==> src/rtl/mul_div_ctrl_if.sv <==
// Request/response bundle between the execute stage and the iterative multiply/divide unit.
interface mul_div_ctrl_if #(
  parameter int XLEN = 64
);
  logic            req_valid;
  logic [2:0]      req_op;
  logic            req_word;
  logic [XLEN-1:0] req_a;
  logic [XLEN-1:0] req_b;
  logic            flush;
  logic            resp_ready;
  logic            req_ready;
  logic            resp_valid;
  logic [XLEN-1:0] resp_data;
  logic            stall;

  modport master (
    output req_valid, req_op, req_word, req_a, req_b, flush, resp_ready,
    input  req_ready, resp_valid, resp_data, stall
  );

  modport slave (
    input  req_valid, req_op, req_word, req_a, req_b, flush, resp_ready,
    output req_ready, resp_valid, resp_data, stall
  );
endinterface

==> src/rtl/mul_div_ctrl.sv <==
// Iterative RV64 M-extension unit: shift-add multiply and restoring divide on operand
// magnitudes, one bit per cycle, with the sign fixed up on the final iteration.
module mul_div_ctrl #(
  parameter int XLEN = 64
) (
  input logic           clk,
  input logic           reset,
  mul_div_ctrl_if.slave bus
);
  typedef enum logic [1:0] {IDLE, MUL, DIV, DONE} stateType;
  stateType state, stateNext;

  logic [6:0]        count;
  logic [2:0]        opReg;
  logic              wordReg, negRes, negRem;
  logic [2*XLEN-1:0] acc, mcand;
  logic [XLEN-1:0]   mplr, rem, quo, divisor, resData;

  logic              accept, isDiv, aSigned, bSigned, aNeg, bNeg, bZero;
  logic [XLEN-1:0]   aExt, bExt, aMag, bMag, zeroDivRes;

  logic [2*XLEN-1:0] accNext, product;
  logic [XLEN:0]     remShift;
  logic              remFits;
  logic [XLEN-1:0]   remNext, quoNext, quotient, remainder, rawResult, finalResult;

  // Word mode narrows operands to 32 bits; a word multiply is MULW whatever the op says,
  // so its operands are taken unsigned (only the low product half is kept).
  always_comb begin
    isDiv = bus.req_op[2];
    if (isDiv) begin
      aSigned = ~bus.req_op[0];
      bSigned = ~bus.req_op[0];
    end else if (bus.req_word) begin
      aSigned = 1'b0;
      bSigned = 1'b0;
    end else begin
      aSigned = (bus.req_op[1:0] == 2'b01) || (bus.req_op[1:0] == 2'b10);
      bSigned = (bus.req_op[1:0] == 2'b01);
    end
    if (bus.req_word) begin
      aExt = {{(XLEN-32){aSigned & bus.req_a[31]}}, bus.req_a[31:0]};
      bExt = {{(XLEN-32){bSigned & bus.req_b[31]}}, bus.req_b[31:0]};
    end else begin
      aExt = bus.req_a;
      bExt = bus.req_b;
    end
    aNeg  = aSigned & aExt[XLEN-1];
    bNeg  = bSigned & bExt[XLEN-1];
    aMag  = aNeg ? -aExt : aExt;
    bMag  = bNeg ? -bExt : bExt;
    bZero = (bExt == '0);
    zeroDivRes = bus.req_op[1] ? aExt : '1;
    if (bus.req_word) zeroDivRes = {{(XLEN-32){zeroDivRes[31]}}, zeroDivRes[31:0]};
  end

  // One multiply step and one restoring-divide step, plus the signed result they lead to
  // so the last iteration can register the finished answer directly.
  always_comb begin
    accNext   = mplr[0] ? acc + mcand : acc;
    remShift  = {rem, quo[XLEN-1]};
    remFits   = remShift >= {1'b0, divisor};
    remNext   = remFits ? remShift[XLEN-1:0] - divisor : remShift[XLEN-1:0];
    quoNext   = {quo[XLEN-2:0], remFits};
    product   = negRes ? -accNext : accNext;
    quotient  = negRes ? -quoNext : quoNext;
    remainder = negRem ? -remNext : remNext;
    if (state == DIV) rawResult = opReg[1] ? remainder : quotient;
    else if ((opReg[1:0] == 2'b00) || wordReg) rawResult = product[XLEN-1:0];
    else rawResult = product[2*XLEN-1:XLEN];
    finalResult = wordReg ? {{(XLEN-32){rawResult[31]}}, rawResult[31:0]} : rawResult;
  end

  always_ff @(posedge clk or negedge reset) begin
    if (!reset) state <= IDLE;
    else        state <= stateNext;
  end

  always_comb begin
    stateNext = state;
    accept    = 1'b0;
    if (bus.flush) begin
      stateNext = IDLE;
    end else begin
      case (state)
        IDLE: if (bus.req_valid) begin
          accept    = 1'b1;
          stateNext = !isDiv ? MUL : (bZero ? DONE : DIV);
        end
        MUL, DIV: if (count == 7'd1) stateNext = DONE;
        DONE: if (bus.resp_ready) stateNext = IDLE;
        default: stateNext = IDLE;
      endcase
    end
  end

  // Word-mode dividends are left-aligned so the top quotient bit is always quo[XLEN-1].
  always_ff @(posedge clk or negedge reset) begin
    if (!reset) begin
      count   <= '0;
      opReg   <= '0;
      wordReg <= 1'b0;
      negRes  <= 1'b0;
      negRem  <= 1'b0;
      acc     <= '0;
      mcand   <= '0;
      mplr    <= '0;
      rem     <= '0;
      quo     <= '0;
      divisor <= '0;
      resData <= '0;
    end else if (bus.flush) begin
      count <= '0;
    end else if (accept) begin
      opReg   <= bus.req_op;
      wordReg <= bus.req_word;
      negRes  <= aNeg ^ bNeg;
      negRem  <= aNeg;
      acc     <= '0;
      mcand   <= {{XLEN{1'b0}}, aMag};
      mplr    <= bMag;
      rem     <= '0;
      quo     <= bus.req_word ? (aMag << 32) : aMag;
      divisor <= bMag;
      if (isDiv && bZero) begin
        count   <= '0;
        resData <= zeroDivRes;
      end else begin
        count <= bus.req_word ? 7'd32 : 7'd64;
      end
    end else if ((state == MUL) || (state == DIV)) begin
      acc   <= accNext;
      mcand <= mcand << 1;
      mplr  <= mplr >> 1;
      rem   <= remNext;
      quo   <= quoNext;
      count <= count - 7'd1;
      if (count == 7'd1) resData <= finalResult;
    end
  end

  assign bus.req_ready  = reset & (state == IDLE);
  assign bus.resp_valid = (state == DONE);
  assign bus.resp_data  = (state == DONE) ? resData : '0;
  assign bus.stall      = reset & ((bus.req_valid & (state != DONE)) |
                                   ((state == DONE) & ~bus.resp_ready));
endmodule
==> src/flat_wrapper.sv <==
// flat-port wrapper written by rule: the top's interface ports become plain ports
module mul_div_ctrl_flat 
#(
  parameter int XLEN = 64
)
  (clk, reset, bus_req_valid, bus_req_op, bus_req_word, bus_req_a, bus_req_b, bus_flush, bus_resp_ready, bus_req_ready, bus_resp_valid, bus_resp_data, bus_stall);
  mul_div_ctrl_if #(.XLEN(XLEN)) bus_i ();
  input logic clk;
  input logic reset;
  input wire logic [$bits(bus_i.req_valid)-1:0] bus_req_valid;
  input wire logic [$bits(bus_i.req_op)-1:0] bus_req_op;
  input wire logic [$bits(bus_i.req_word)-1:0] bus_req_word;
  input wire logic [$bits(bus_i.req_a)-1:0] bus_req_a;
  input wire logic [$bits(bus_i.req_b)-1:0] bus_req_b;
  input wire logic [$bits(bus_i.flush)-1:0] bus_flush;
  input wire logic [$bits(bus_i.resp_ready)-1:0] bus_resp_ready;
  output wire logic [$bits(bus_i.req_ready)-1:0] bus_req_ready;
  output wire logic [$bits(bus_i.resp_valid)-1:0] bus_resp_valid;
  output wire logic [$bits(bus_i.resp_data)-1:0] bus_resp_data;
  output wire logic [$bits(bus_i.stall)-1:0] bus_stall;
  assign bus_i.req_valid = bus_req_valid;
  assign bus_i.req_op = bus_req_op;
  assign bus_i.req_word = bus_req_word;
  assign bus_i.req_a = bus_req_a;
  assign bus_i.req_b = bus_req_b;
  assign bus_i.flush = bus_flush;
  assign bus_i.resp_ready = bus_resp_ready;
  assign bus_req_ready = bus_i.req_ready;
  assign bus_resp_valid = bus_i.resp_valid;
  assign bus_resp_data = bus_i.resp_data;
  assign bus_stall = bus_i.stall;
  mul_div_ctrl #(.XLEN(XLEN)) u_core (.clk(clk), .reset(reset), .bus(bus_i));
endmodule
==> config.mk <==
export PLATFORM = sky130hd
export DESIGN_NAME = mul_div_ctrl_flat
export DESIGN_NICKNAME = d
export VERILOG_FILES = /design/src/rtl/mul_div_ctrl_if.sv /design/src/rtl/mul_div_ctrl.sv /design/src/flat_wrapper.sv
export SDC_FILE = /design/constraint.sdc
export NUM_CORES = 2
export LEC_CHECK = 0
export BUFFER_PORTS_ARGS = -buffer_cell sky130_fd_sc_hd__buf_2
export CAP_MARGIN = 10
export CELL_PAD_IN_SITES_DETAIL_PLACEMENT = 0
export CELL_PAD_IN_SITES_GLOBAL_PLACEMENT = 1
export CORE_ASPECT_RATIO = 0.9
export CORE_MARGIN = 2
export CORE_UTILIZATION = 52
export CTS_CLUSTER_SIZE = 14
export DETAILED_ROUTE_END_ITERATION = 8
export PLACE_DENSITY_LB_ADDON = 0.1
export SLEW_MARGIN = 20
export SYNTH_ARGS = -nofsm -noshare
export SYNTH_HDL_FRONTEND = slang
export SYNTH_SLANG_ARGS = --single-unit
==> constraint.sdc <==
create_clock -name clk -period 19.1 [get_ports clk]
set_input_delay 1.91 -clock clk [delete_from_list [all_inputs] [get_ports clk]]
set_output_delay 1.91 -clock clk [all_outputs]
set_load 0.02 [all_outputs]
==> qor.csv <==
metric,value,unit
# IOs,204,
FILL cells,9937,
IO buf count,203,
initial antenna violation count,31,
CP endpoint kind,flop,
Final WS setup,11.30,ns
crit path max fanout,44,
CTS buffer count,71,
Clock Skews,0.02763,ns
DIE AREA,106800,sq um
"count leader, synth",nand2_1,
P&R area growth vs syn,8.100,%
Synth top area share,0.2725,
final wirelength,273400,um
Die X,344.2,um
vias in the first global route,55560,
Final Max Slew Viols,0,
P_leak,0.02398,uW
WS Path Type,flop to flop,
Max-Cap Viols,0,
routed via count,61660,
layout cells sized above 1,0.09029,
Post-synth top flop,dfrtp_1,
met3 wire length,35940,um
Peak VDD IR,0.09112,mV
GRT overflow,0,
syn avg cell area,7.584,sq um
fmax,128.2,MHz
Final Hold Fails,0,
pwr/cell area,149.3,nW/um^2
slew margin rel.,0.05971,
RSZ-0062 raised after global routing,false,
reg2reg start,u_core.quo[63],
Hold Path Class,flop to flop,
Worst Path Required,19.73,ns
Final Net Count,7387,
Die Ht,310.2,um
drt first pass iters,9,
DP Wirelength,209400,um
"Setup Fix Bufs, Post-CTS",0,
Post-CTS Resized,0,
R2R setup slack,11.30,ns
Via density,7.264,
final period utilization,0.4084,
Async SR Flop Fraction,1.000,
CP Launch Type,flop,
Crit path arrival time,8.43,ns
GP Congestion,1.114,
"Seq/Total Area, Yosys",0.2725,
WL met1,99200,um
largest net degree at the start of global routing,160,
total power,8741,uW
Rows,112,
Cell variety after synth,128,
drt initial violations,9706,
hold path depth,2,
failing checks,DRC,
Root Buffer,clkbuf_16,
metal2 WL,111200,um
clock slew seen by the registers of the worst setup and hold paths,0.06,ns
Sinks on Clock Net,590,
syn nets,7484,
Reg2Reg Depth,24,
number of flops mapped to enable cells by yosys,0,
setup TNS,0,ns
"top cells by count, synth","nand2_1 (877), o21ai_0 (773), a21oi_1 (598), nor2_1 (594), dfrtp_1 (590)",
Worst Hold End,u_core.mplr[32],
Syn Inst Count,7143,
H-tree depth,3,
"antenna viol nets, final",0,
Slew @ Worst Pin,1.410,ns
final setup violation count,0,
routed wire length per instance,32.21,um
Worst R2R End,u_core.resData[62],
total track usage,0.4992,
outcome,"complete, but fails checks",
Mapped Area,54170,sq um
core area,103400,sq um
pre-CTS setup slack,11.65,ns
cell type with the largest total area after synthesis,dfrtp_1,
Top Metal Used,met5,
global-route wire length before repair,389400,um
Longest Clk Path Bufs,3,
crit path time final,7.801,ns
top post-synthesis cells by area,"dfrtp_1 (27%), o21ai_0 (7.1%), nand2_1 (6.1%)",
Worst Hold Launch,u_core.mplr[32],
Synth Register Bits,590,
CTS tree,yes,
Worst-Skew Late Latency,0.71,ns
Initial Util,0.5238,
Post-CTS Hold Fix Bufs,0,
drt drc,23,
Yosys warning count,0,
[cell type report]
type | instances | area [sq um] | area share
multi-input combinational | 5911 | 37090 | 0.6334
sequential | 590 | 14770 | 0.2523
clock buffer | 89 | 1964 | 0.03354
timing repair buffer | 318 | 1927 | 0.03290
tap | 1368 | 1712 | 0.02923
inverter | 154 | 579.3 | 0.009892
clock inverter | 37 | 459.2 | 0.007841
antenna | 22 | 55.05 | 0.0009401
[worst max-delay path, stage by stage (launching register included)]
cell and delay [ns]:
dfrtp_1 0.60, inv_1 0.54, ha_1 0.28, nor2b_1 0.08
o2111a_1 0.28, o211ai_1 0.38, a31oi_1 0.29, o2111ai_1 0.44
nand3_4 0.53, inv_2 0.16, buf_4 0.39, mux2i_1 0.34
ha_1 0.26, and4_1 0.20, and3_1 0.18, nor4bb_1 0.31
a41oi_1 0.25, nor2_1 0.37, and4_1 0.33, nand2_1 0.20
o41ai_1 0.48, xnor2_1 0.16, a221oi_1 0.34, o21ai_0 0.16
a21oi_1 0.16
[state kept, by name, indices dropped and copies added (netlist names)]
signal	flops
u_core.mcand	128
u_core.mplr	64
u_core.resData	64
u_core.quo	64
u_core.state	2
u_core.opReg	2
u_core.count	7
u_core.negRes	1
u_core.negRem	1
u_core.wordReg	1
u_core.acc	128
u_core.divisor	64
u_core.rem	64
[per-stage QoR]
stage | instance area, sq um | utilization | hold slack (ns) | cells
6_report | 58560 | 0.5663 | 0.4781 | 8489
5_1_grt | 58520 | 0.5658 | 0.5066 | 8471
4_1_cts | 58420 | 0.5649 | 0.4803 | 8465
3_5_place_dp | 56000 | 0.5414 | 0.4668 | 8339
3_3_place_gp | 55960 | 0.5411 | 0.4592 | 8339
2_1_floorplan | 54170 | - | 0.4409 | 7143
[cell usage in the layout, fill, tap and decap left out, types with 29 or more instances in the layout]
master and n:
nand2_1 874, o21ai_0 766, a21oi_1 593, nor2_1 590
dfrtp_1 586, buf_2 202, ha_1 200, xor2_1 182
xnor2_1 182, nor3_1 174, nand3_1 152, inv_1 151
nand4_1 146, mux2i_1 142, a22o_1 118, buf_4 112
and2_1 102, o31ai_1 102, or3_1 96, a31oi_1 94
a21o_1 79, nor4_1 76, o211ai_1 74, clkbuf_16 71
o22ai_1 67, and3_1 63, nand2b_1 55, a211oi_1 52
a221oi_1 51, a221o_1 50, or4_1 48, o21a_1 41
nor2b_1 35, o21ai_1 35, a32oi_1 34, or2_2 33
mux2_2 32, and4_1 29
[cell families (layout without fill, tap and decap cells)]
kind of cell,after synthesis,after routing,synth area share
and+or+nand+nor,2571,2571,0.2287
AOI/OAI and AO/OA,2592,2592,0.3114
DFF,590,590,0.2725
adders and majority gates,204,204,0.04739
buffers and inverters,642,598,0.04719
muxes,175,175,0.03310
xor gates and xnor gates,369,369,0.05966
other,0,22,0
[power by group]
group          switching [uW]  total, uW  internal [uW]
combinational            3690       5230           1530
sequential                417       2030           1620
clock                     647       1480            833
total                    4760       8740           3980
[layer usage]
metal / global-route usage / vias up
met5: 0.005435 / -
met4: 0.3973 / 20
met3: 0.1722 / 1114
met2: 0.7090 / 4435
met1: 0.6137 / 29570
li1: - / 26520
[how the worst max path moves through the flow]
stage / slack [ns] / end / startpoint / depth (start not counted)
finish: 11.30 / u_core.resData[62] / u_core.quo[63] / 24
global route: 10.93 / u_core.resData[62] / u_core.quo[63] / 24
CTS: 11.62 / u_core.resData[62] / u_core.quo[63] / 24
detailed placement: 11.65 / u_core.resData[62] / u_core.quo[63] / 24
global placement: 11.77 / u_core.resData[62] / u_core.quo[63] / 24
floorplan: 12.11 / u_core.resData[60] / u_core.mplr[0] / 29
(Power assumes the default switching activity.)
